===== src/rtl/down_timer_if.sv =====
// Signal bundle for down_timer: load/decrement controls in, count and status out.
interface down_timer_if #(
  parameter int unsigned WIDTH = 8
);
  logic [WIDTH-1:0] data_in;
  logic             ld;
  logic             dec;
  logic             reload;
  logic [WIDTH-1:0] q;
  logic             zero;
  logic             tc;
  logic             busy;
  logic             done;

  modport master (
    output data_in, ld, dec, reload,
    input  q, zero, tc, busy, done
  );

  modport slave (
    input  data_in, ld, dec, reload,
    output q, zero, tc, busy, done
  );
endinterface


===== src/rtl/down_timer.sv =====
// Loadable down-counting timer with a one-cycle terminal-count pulse and
// optional auto-reload for periodic ticks.
module down_timer #(
  parameter int unsigned WIDTH = 8
) (
  input  logic        clk,
  input  logic        rst,
  down_timer_if.slave bus
);
  typedef enum logic [1:0] {
    IDLE    = 2'd0,
    COUNT   = 2'd1,
    EXPIRED = 2'd2
  } state_t;

  localparam logic [WIDTH-1:0] ONE = WIDTH'(1);

  state_t           state_q;
  logic [WIDTH-1:0] q_q;
  logic [WIDTH-1:0] rld_val_q;
  logic             tc_q;

  // COUNT is only entered with a non-zero value, so q==1 is the only expiry point.
  always_ff @(posedge clk or negedge rst) begin
    if (!rst) begin
      state_q   <= IDLE;
      q_q       <= '0;
      rld_val_q <= '0;
      tc_q      <= 1'b0;
    end else begin
      tc_q <= 1'b0;
      if (bus.ld) begin
        q_q       <= bus.data_in;
        rld_val_q <= bus.data_in;
        state_q   <= (bus.data_in != '0) ? COUNT : IDLE;
      end else if (state_q == COUNT && bus.dec) begin
        if (q_q > ONE) begin
          q_q <= q_q - ONE;
        end else begin
          tc_q <= 1'b1;
          if (bus.reload) begin
            q_q <= rld_val_q;
          end else begin
            q_q     <= '0;
            state_q <= EXPIRED;
          end
        end
      end
    end
  end

  assign bus.q    = q_q;
  assign bus.zero = (q_q == '0);
  assign bus.tc   = tc_q;
  assign bus.busy = (state_q == COUNT);
  assign bus.done = (state_q == EXPIRED);
endmodule


===== src/flat_wrapper.sv =====
// flat-port wrapper written by rule: the top's interface ports become plain ports
module down_timer_flat 
#(
  parameter int unsigned WIDTH = 8
)
  (clk, rst, bus_data_in, bus_ld, bus_dec, bus_reload, bus_q, bus_zero, bus_tc, bus_busy, bus_done);
  down_timer_if #(.WIDTH(WIDTH)) bus_i ();
  input  logic clk;
  input  logic rst;
  input wire logic [$bits(bus_i.data_in)-1:0] bus_data_in;
  input wire logic [$bits(bus_i.ld)-1:0] bus_ld;
  input wire logic [$bits(bus_i.dec)-1:0] bus_dec;
  input wire logic [$bits(bus_i.reload)-1:0] bus_reload;
  output wire logic [$bits(bus_i.q)-1:0] bus_q;
  output wire logic [$bits(bus_i.zero)-1:0] bus_zero;
  output wire logic [$bits(bus_i.tc)-1:0] bus_tc;
  output wire logic [$bits(bus_i.busy)-1:0] bus_busy;
  output wire logic [$bits(bus_i.done)-1:0] bus_done;
  assign bus_i.data_in = bus_data_in;
  assign bus_i.ld = bus_ld;
  assign bus_i.dec = bus_dec;
  assign bus_i.reload = bus_reload;
  assign bus_q = bus_i.q;
  assign bus_zero = bus_i.zero;
  assign bus_tc = bus_i.tc;
  assign bus_busy = bus_i.busy;
  assign bus_done = bus_i.done;
  down_timer #(.WIDTH(WIDTH)) u_core (.clk(clk), .rst(rst), .bus(bus_i));
endmodule

===== config.mk =====
export PLATFORM = sky130hd
export DESIGN_NAME = down_timer_flat
export DESIGN_NICKNAME = d
export VERILOG_FILES = /design/src/rtl/down_timer_if.sv /design/src/rtl/down_timer.sv /design/src/flat_wrapper.sv
export SDC_FILE = /design/constraint.sdc
export NUM_CORES = 1
export LEC_CHECK = 0
export CAP_MARGIN = 20
export CORE_MARGIN = 5
export CORE_UTILIZATION = 35
export DETAILED_ROUTE_END_ITERATION = 10
export PLACE_DENSITY_LB_ADDON = 0.05
export SKIP_LAST_GASP = 1
export SLEW_MARGIN = 30
export SYNTH_ARGS = -nofsm -noshare
export SYNTH_HDL_FRONTEND = slang
export SYNTH_SLANG_ARGS = --single-unit

===== constraint.sdc =====
create_clock -name clk -period 2.4 [get_ports clk]
set_clock_uncertainty 0.15 [all_clocks]
set_input_delay 0.48 -clock clk [delete_from_list [all_inputs] [get_ports clk]]
set_output_delay 0.48 -clock clk [all_outputs]
set_load 0.01 [all_outputs]

After elaboration in Yosys (flattened, before gate mapping)
Cells that the tools add are included.
{"block": "word_totals", "register_bits": 19, "input_bits": 13, "out_inout_bits": 12, "word_cells": 27}
{"block": "op_classes", "add_sub_neg": 1, "order_cmp": 1, "eq_ne": 4, "n_mux": 12, "reduce_logical": 5}
{"operator": "2-to-1 mux 8 bit", "n": 4}
{"operator": "> comparator 8 x 1 -> 1 bit (second input constant)", "n": 1}
{"operator": "zero test 8 bit", "n": 1}
{"operator": "2-to-1 mux 2 bit", "n": 4}
{"operator": "nonzero test 8 bit", "n": 1}
{"operator": "subtractor 8 x 1 -> 8 bit (second input constant)", "n": 1}
{"operator": "2-to-1 mux 1 bit", "n": 4}
{"operator": "!= test 2 bit (second input constant)", "n": 2}
{"operator": "AND reduction 3 bit", "n": 1}
{"operator": "== test 2 x 1 -> 1 bit (second input constant)", "n": 1}
{"operator": "== test 2 bit (second input constant)", "n": 1}
{"operator": "nonzero test 2 bit", "n": 1}
{"operator": "logical AND 1 bit", "n": 1}

Longest topological paths before layout
Gate-level depths: netlist of run 1.
{"block": "depth", "word_depth": 4, "depth_mapped": 7, "depth_no_buf": 6}

Worst setup path after synthesis of run 1
Ideal clock, no wire load.
{"block": "synth_path", "path_type": "flip-flop to flip-flop", "startpoint": "register u_core.q_q[0], in the netlist u_core.bus.q[0]", "endpoint": "register u_core.q_q[3], in the netlist u_core.bus.q[3]", "setup_time_ps": 110, "t_arrival_ps": 1870, "t_required_ps": 2140, "path_slack_ps": 270, "stages_incl_launch_ff": 8, "path_buffers": 1, "period_less_slack_ps": 2130, "path_cell_list": "dfrtp_1 > inv_1 > ha_1 > or2_2 > buf_2 > nand3_1 > mux2_2 > o41ai_1"}
{"block": "synth_via", "elab_chain_len": 4, "word_cells_on_any_way": 5, "classes_between": "add/sub (1); order compare (1); mux (3)"}
{"element": "start, declared", "line_no": "down_timer.sv:19", "rtl": "logic [WIDTH-1:0] q_q;"}
{"element": "start signal, assigned", "line_no": "down_timer.sv:33", "rtl": "q_q <= bus.data_in;"}
{"element": "start signal, assigned", "line_no": "down_timer.sv:38", "rtl": "q_q <= q_q - ONE;"}
{"element": "start signal, assigned", "line_no": "down_timer.sv:42", "rtl": "q_q <= rld_val_q;"}
{"element": "subtractor 8 x 1 -> 8 bit or > comparator 8 x 1 -> 1 bit (tied branches)", "line_no": "down_timer.sv:38, down_timer.sv:37"}
{"element": "2-to-1 mux 8 bit (*)", "line_no": "down_timer.sv:37", "rtl": "if (q_q > ONE) begin"}
{"element": "2-to-1 mux 8 bit (*)", "line_no": "down_timer.sv:36", "rtl": "end else if (state_q == COUNT && bus.dec) begin"}
{"element": "2-to-1 mux 8 bit (*)", "line_no": "down_timer.sv:32", "rtl": "if (bus.ld) begin"}
Mark *: on every way between the ends. The rest lies on a longest branch, timed or not. The select of a mux whose other input is x is not followed.
A chain may end at the register's enable or synchronous reset.

Worst setup path in the final report of run 1
Same ends and word-level chain as after synthesis.

==> metrics.md, run 1 <==
| Metric | Value |
|---|---|
| Placed cell areas | 0.00145 mm2 |
| Worst slack, placed | 0.269 ns |
| Final Slew Violations | 0 |
| Buffer depth of the longest clock path | 2 |
| Site Rows | 20 |
| Critical-path maximum fanout | 7 |
| Clk Latency, worst-skew pair | 0.30 ns |
| Clock power frac | 20.1% |
| GR met2 Demand/Resource | 23.0% |
| CP Class | flop to flop |
| Period minus WS final | 2.19 ns |
| Cell depth of the worst flop-to-flop path | 6 |
| Most frequent cells in the layout | clkdlybuf4s50_1 (23), dfrtp_1 (18), buf_4 (10) |
| DR iter-0 viols | 42 |
| Dpl hpwl | 2.26 mm |
| Synth Instances | 113 |
| Detailed Routing Iterations Pass 1 | 4 |
| Die Height | 66.1 um |
| Fraction of layout cells with a size suffix above 1 | 17.8% |
| Finished Core Util | 48.8% |
| Worst Setup EP | u_core.bus.q[3] |
| Net Count, Synth | 129 |
| Hold Buf Count CTS | 0 |
| Critical Path RT | 2.44 ns |
| Crit. End Element | flop |
| Worst setup SP type | flop |
| RR Startpoint | u_core.bus.q[0] |
| Flop-to-flop setup slack | 0.21 ns |
| Die Width | 66.1 um |
| Hold Fails Final Rpt | 0 |
| Routability cong. | 0.805 |
| CTS tree | built |
| CTS clk-pin slew, worst paths | 0.11 ns |
| Crit path from | u_core.bus.q[0] |
| Initial antenna violation count | 0 |
| Drt total wl | 3.00 mm |
| Synth-to-Final Area Change | 34.2% |
| Mapped Area | roughly 0.0011 mm2 |
| Netlist cell types | 36 |
| Via Count | ~1000 |
| Net Switching | approximately 0.00027 W |
| P per Cell Area | 562 mW/mm2 |
| Worst setup margin | 0.212 ns |
| Yosys warnings | 0 |
| # diodes | 0 |
| Arr. time, crit path | 2.23 ns |
| GRT Util Overall | 14.7% |
| #FFs+latches synth | 19 |
| Relative slew slack | 72.3% |
| GRT met1 Usage | 18.9% |
| Post-route ant nets | 0 |
| Port bufs | 24 |
| Design area | roughly 0.0015 mm2 |
| Total I/O pin count | 25 |
| # nets final | 163 |
| H-tree levels | 1 |
| Status | completed |
| Measured slew at the worst slew-check pin | between 0.4 and 0.5 ns |
| Grt ovf | 0 |
| Leading cell type in the layout, fill and taps excluded | clkdlybuf4s50_1 |
| First-pass GRT wire length | 4.88 mm |
| Setup repair after global routing missed its margin | no |
| Worst min-delay path category | input port to asynchronous set/reset pin |
| Maximum clock rate | 457 MHz |
| Seq/Total Area, Yosys | between 40% and 50% |
| Drt drc | 0 |
| Core area | 0.00303 mm2 |
| Mean post-synth cell area | 9.75 um2 |
| CTS buffer count | 3 |
| Leak | between 0.6 and 0.7 nW |
| Period utilisation layout | 91.2% |
| Reg-to-reg endpoint | u_core.bus.q[3] |
| Root Buffer | clkbuf_4 |
| Pin count of the biggest net entering global routing | 21 |
| Die area | between 0.004 and 0.005 mm2 |
| Setup TNS | 0 ns |
| Endpoints failing setup | 0 |
| Vias in the first global route | between 1000 and 1500 |
| GRT busiest layer | met2 |
| Flop pwr share | 46.2% |
| CTS Sinks | 19 |
| WL/cell | 15.8 um |
| VDD IR max | ~0.00035 V |
| Drt via density | 5.37 |
| Initial Utilization | 36.4% |
| Global routing usage on met3 | 4.93% |
| Internal Pwr Total | 0.000558 W |
| Sw Ratio | 32.8% |
| Comb pwr share | 33.7% |
| Max cap viols | 0 |
layout make-up:
class	instances	area (um2)
repair buffers	34	314
fillers	304	1550
flip-flops and latches	19	477
well taps	44	55.1
inverters	7	26.3
multi-input cells	82	581
clock buffers	4	26.3
synth_stat cells:
| cell type | instances | area (um2) |
|---|---|---|
| dfrtp_1 | 19 | 475 |
| a21oi_1 | 7 | 35.0 |
| inv_1 | 7 | 26.3 |
| mux2_2 | 7 | 78.8 |
| nand2_1 | 7 | 26.3 |
| o21ai_0 | 7 | 35.0 |
| nor2_1 | 6 | 22.5 |
| a22oi_1 | 5 | 37.5 |
| clkbuf_1 | 4 | 15.0 |
| nand3_1 | 4 | 20.0 |
| ha_1 | 3 | 37.5 |
| nor2b_1 | 3 | 18.8 |
| o31ai_1 | 3 | 22.5 |
| a211oi_1 | 2 | 15.0 |
| a31oi_1 | 2 | 12.5 |
| and3_1 | 2 | 12.5 |
| nand3b_1 | 2 | 15.0 |
| nor4_1 | 2 | 12.5 |
| o311a_1 | 2 | 20.0 |
| o41ai_1 | 2 | 17.5 |
| or2_2 | 2 | 12.5 |
| a21o_1 | 1 | 7.51 |
| a311o_1 | 1 | 10.0 |
| a31o_1 | 1 | 8.76 |
| a32oi_1 | 1 | 8.76 |
| buf_2 | 1 | 5.00 |
| mux2i_1 | 1 | 10.0 |
| nand3_2 | 1 | 10.0 |
| nand4_1 | 1 | 6.26 |
| nor2_2 | 1 | 6.26 |
| nor4_4 | 1 | 21.3 |
| o21a_1 | 1 | 7.51 |
| o221ai_1 | 1 | 8.76 |
| o311ai_0 | 1 | 8.76 |
| or3_1 | 1 | 6.26 |
| xor2_1 | 1 | 8.76 |
kinds of logic after synthesis:
| family | count (synthesis) | synth area share, % |
|---|---|---|
| AO/OA/AOI/OAI | 37 | 23.2 |
| XOR/XNOR | 1 | 0.795 |
| adder cells (fa/ha/maj) | 3 | 3.41 |
| buffers and inverters | 12 | 4.20 |
| flip-flops | 19 | 43.1 |
| multiplexers | 8 | 8.06 |
| AND/OR/NAND/NOR | 33 | 17.3 |
how the worst min path moves through the flow:
stage / startpoint / end / slack [ns]
final: rst / u_core.rld_val_q[3] / 0.35
after global routing: rst / u_core.rld_val_q[3] / 0.36
after CTS: rst / u_core.rld_val_q[4] / 0.35
after detailed placement: u_core.rld_val_q[1] / u_core.rld_val_q[1] / 0.35
after global placement: u_core.rld_val_q[1] / u_core.rld_val_q[1] / 0.34
after floorplan: rst / u_core.bus.q[0] / 0.03
through the flow:
stage,instances,hold slack (ns),power [W]
floorplan,113,0.0344,0.000535
global placement,185,0.343,0.000667
detailed placement,185,0.346,0.000665
CTS,190,0.348,0.000839
global route,190,0.356,0.000882
finish,190,0.345,0.000831
flip-flops by register name, indices dropped and copies added (netlist names):
register and count:
u_core.rld_val_q 8, u_core.bus.tc 1, u_core.bus.q 8, u_core.state_q 2
critical path, stage by stage, from the launching register on:
cell,delay [ns]
dfrtp_1,0.45
inv_1,0.09
ha_1,0.28
or2_2,0.38
nand3_1,0.14
mux2_2,0.34
o41ai_1,0.25
power groups by stage:
stage | logic (W) | registers, W | clock network (W)
after global placement | 0.000276 | 0.000391 | 0
final | 0.000280 | 0.000383 | 0.000167
after detailed placement | 0.000274 | 0.000391 | 0
after CTS | 0.000281 | 0.000384 | 0.000174
after floorplan | 0.000137 | 0.000398 | 0
after global routing | 0.000307 | 0.000388 | 0.000187
routing by layer:
metal	part of all wire, %	vias to the layer above	routed length, um
li1	-	495	-
met1	45	481	1350
met2	45	39	1360
met3	7.9	6	238
met4	1.7	0	51
met5	0	-	0
timing repair:
| action | CTS | global route |
|---|---|---|
| setup buffers | 1 | 0 |
| hold endpoints to repair | 0 | 0 |
| gates resized for setup | 2 | 0 |
| setup endpoints to repair | 1 | 0 |
(Power assumes the default switching activity.)
==> inputs of run 2 (changes only) <==
--- a/config.mk
+++ b/config.mk
@@ -6,8 +6,10 @@
 export NUM_CORES = 1
 export LEC_CHECK = 0
 export CAP_MARGIN = 20
+export CELL_PAD_IN_SITES_DETAIL_PLACEMENT = 0
+export CELL_PAD_IN_SITES_GLOBAL_PLACEMENT = 2
 export CORE_MARGIN = 5
-export CORE_UTILIZATION = 35
+export CORE_UTILIZATION = 30
 export DETAILED_ROUTE_END_ITERATION = 10
 export PLACE_DENSITY_LB_ADDON = 0.05
 export SKIP_LAST_GASP = 1
==> metrics.md, run 2 (synthesis gave the netlist of run 1 again) <==
| Metric | Value |
|---|---|
| CTS clk-pin slew, worst paths | 0.07 ns (-0.04 ns) |
| Most frequent cells in the layout | clkdlybuf4s50_1 (23), dfrtp_1 (18), buf_4 (11) |
| Drt total wl | 3.22 mm (+7.1%) |
| Pin count of the biggest net entering global routing | 21 (unchanged) |
| CTS tree | built |
| Crit. End Element | flop |
| Vias in the first global route | 1056 (+2.4%) |
| DR iter-0 viols | 59 (+40%) |
| Hold Fails Final Rpt | 0 (unchanged) |
| Buffer depth of the longest clock path | 2 (unchanged) |
| Synth-to-Final Area Change | 37.3% |
| Worst min-delay path category | flop to flop |
| Site Rows | 22 (+10%) |
| CTS Sinks | 19 (unchanged) |
| Comb pwr share | 31.7% (-2.0 points) |
| Worst setup SP type | flop |
| First-pass GRT wire length | 5.39 mm (+10%) |
| Relative slew slack | 66.7% (-5.7 points) |
| Design area | 0.00151 mm2 (+2.4%) |
| Drt via density | 5.18 (-3.5%) |
| Fill cells | 387 (+27%) |
| Measured slew at the worst slew-check pin | 0.500 ns (+0.0850 ns) |
| # nets final | 164 (+0.61%) |
| Port bufs | 24 (unchanged) |
| Hold Buf Count CTS | 0 (unchanged) |
| Initial antenna violation count | 0 (unchanged) |
| Die Height | 70.6 um (+6.8%) |
| Maximum clock rate | 457 MHz (about the same) |
| # diodes | 0 (unchanged) |
| Die area | 0.00499 mm2 (+14%) |
| CP delay by family, top | simple AND/OR/NAND/NOR gates |
| Root Buffer | clkbuf_8 |
| Dpl hpwl | 2.46 mm (+9.1%) |
| Critical Path RT | 2.39 ns (-0.05 ns) |
| Status | completed |
| Core area | 0.00361 mm2 (+19%) |
| Initial Utilization | 30.6% (-5.8 points) |
| Routability cong. | 0.797 (-0.93%) |
| WL/cell | 16.5 um (+4.3%) |
| Final Slew Violations | 0 (unchanged) |
| VDD IR max | 0.000197 V (-44%) |
| Sw Ratio | 31.2% (-1.6 points) |
| Max cap viols | 0 (unchanged) |
| Endpoints failing setup | 0 (unchanged) |
| Total I/O pin count | 25 (unchanged) |
| Period utilisation layout | 91.1% (about the same) |
| Detailed Routing Iterations Pass 1 | 4 (unchanged) |
| P per Cell Area | 589 mW/mm2 (+4.9%) |
| Fraction of layout cells with a size suffix above 1 | 18.4% (+0.56 points) |
| Setup TNS | 0 ns (unchanged) |
| Critical-path maximum fanout | 7 (unchanged) |
| Via Count | 1011 (-0.98%) |
| Clk Latency, worst-skew pair | 0.25 ns (-0.05 ns) |
| Net Switching | 0.000279 W (+2.2%) |
| Reg area | 477 um2 (unchanged) |
| Clock power frac | 25.2% (+5.1 points) |
| Placed cell areas | 0.00146 mm2 (+0.87%) |
| Post-route ant nets | 0 (unchanged) |
| Leak | 0.641 nW (+4.3%) |
| Period minus WS final | 2.19 ns (-0.00176 ns) |
| Multi-input gate area | 581 um2 (unchanged) |
| Worst setup margin | 0.214 ns (+0.00176 ns) |
| Internal Pwr Total | 0.000613 W (+9.9%) |
| Worst path bufs/invs | 1 (unchanged) |
| Worst slack, placed | 0.227 ns (-0.0413 ns) |
| H-tree levels | 1 (unchanged) |
| Drt drc | 0 (unchanged) |
| Arr. time, crit path | 2.18 ns (-0.05 ns) |
| CTS buffer count | 3 (unchanged) |
| CP Class | flop to flop |
| Worst path cell trace | inv_1 > ha_1 > or2_2 > nand3_1 > mux2_2 > o41ai_1 |
| Flop pwr share | 43.1% (-3.1 points) |
| CP max stage cell | dfrtp_1 |
| Die Width | 70.6 um (+6.8%) |
| GRT Util Overall | 13.6% (-1.1 points) |
| Leading cell type in the layout, fill and taps excluded | clkdlybuf4s50_1 |
| Grt ovf | 0 (unchanged) |
| Largest stage delay, worst path | 0.46 ns (about the same) |
| Setup repair after global routing missed its margin | no |
[run 2: timing repair]
| action | in CTS | in global routing |
|---|---|---|
| setup buffers | 1 | 0 |
| gates cloned | 0 | 0 |
| resized for setup | 1 | 1 |
| setup endpoints to repair | 1 | 1 |
[run 2: worst paths after layout]
check / from / endpoint / slack [ns] / cells after the start
worst max-delay path: u_core.bus.q[0] / u_core.bus.q[3] / 0.21 / 6
worst min register to register: u_core.rld_val_q[2] / u_core.rld_val_q[2] / 0.37 / 1
worst max register to register: u_core.bus.q[0] / u_core.bus.q[3] / 0.21 / 6
max in group asynchronous: rst / u_core.bus.q[3] / 1.46 / 2
worst min-delay path: u_core.rld_val_q[2] / u_core.rld_val_q[2] / 0.37 / 1
min in group asynchronous: rst / u_core.rld_val_q[3] / 0.42 / 2
[run 2: final cells by class]
class / instances / area share, %
inverter: 7 / 1.74
sequential: 19 / 31.5
tap: 48 / 3.97
multi-input combinational: 82 / 38.3
timing repair buffer: 35 / 21.5
clock buffer: 4 / 2.98
[run 2: metal layers]
metal  GRT usage [%]  routed length [um]  vias to the layer above
li1                -                   -                      496
met1            18.0                1520                      491
met2            22.1                1520                       20
met3            2.70                 135                        4
met4            5.01                  41                        0
met5               0                   0                        -
[run 2: per-stage QoR]
step	instances	hold slack (ns)	power (W)	util, %
finish	195	0.368	0.000892	42.0
global route	195	0.386	0.000943	42.0
CTS	195	0.372	0.000904	41.9
detailed placement	190	0.347	0.000672	40.4
global placement	190	0.344	0.000673	40.4
floorplan	113	0.0344	0.000535	-
[run 2: power groups by stage]
stage          clock [W]  sequential [W]  combinational [W]
2_1_floorplan          0        0.000398           0.000137
3_3_place_gp           0        0.000391           0.000282
3_5_place_dp           0        0.000392           0.000280
4_1_cts         0.000233        0.000385           0.000286
5_1_grt         0.000243        0.000389           0.000311
6_report        0.000225        0.000384           0.000283
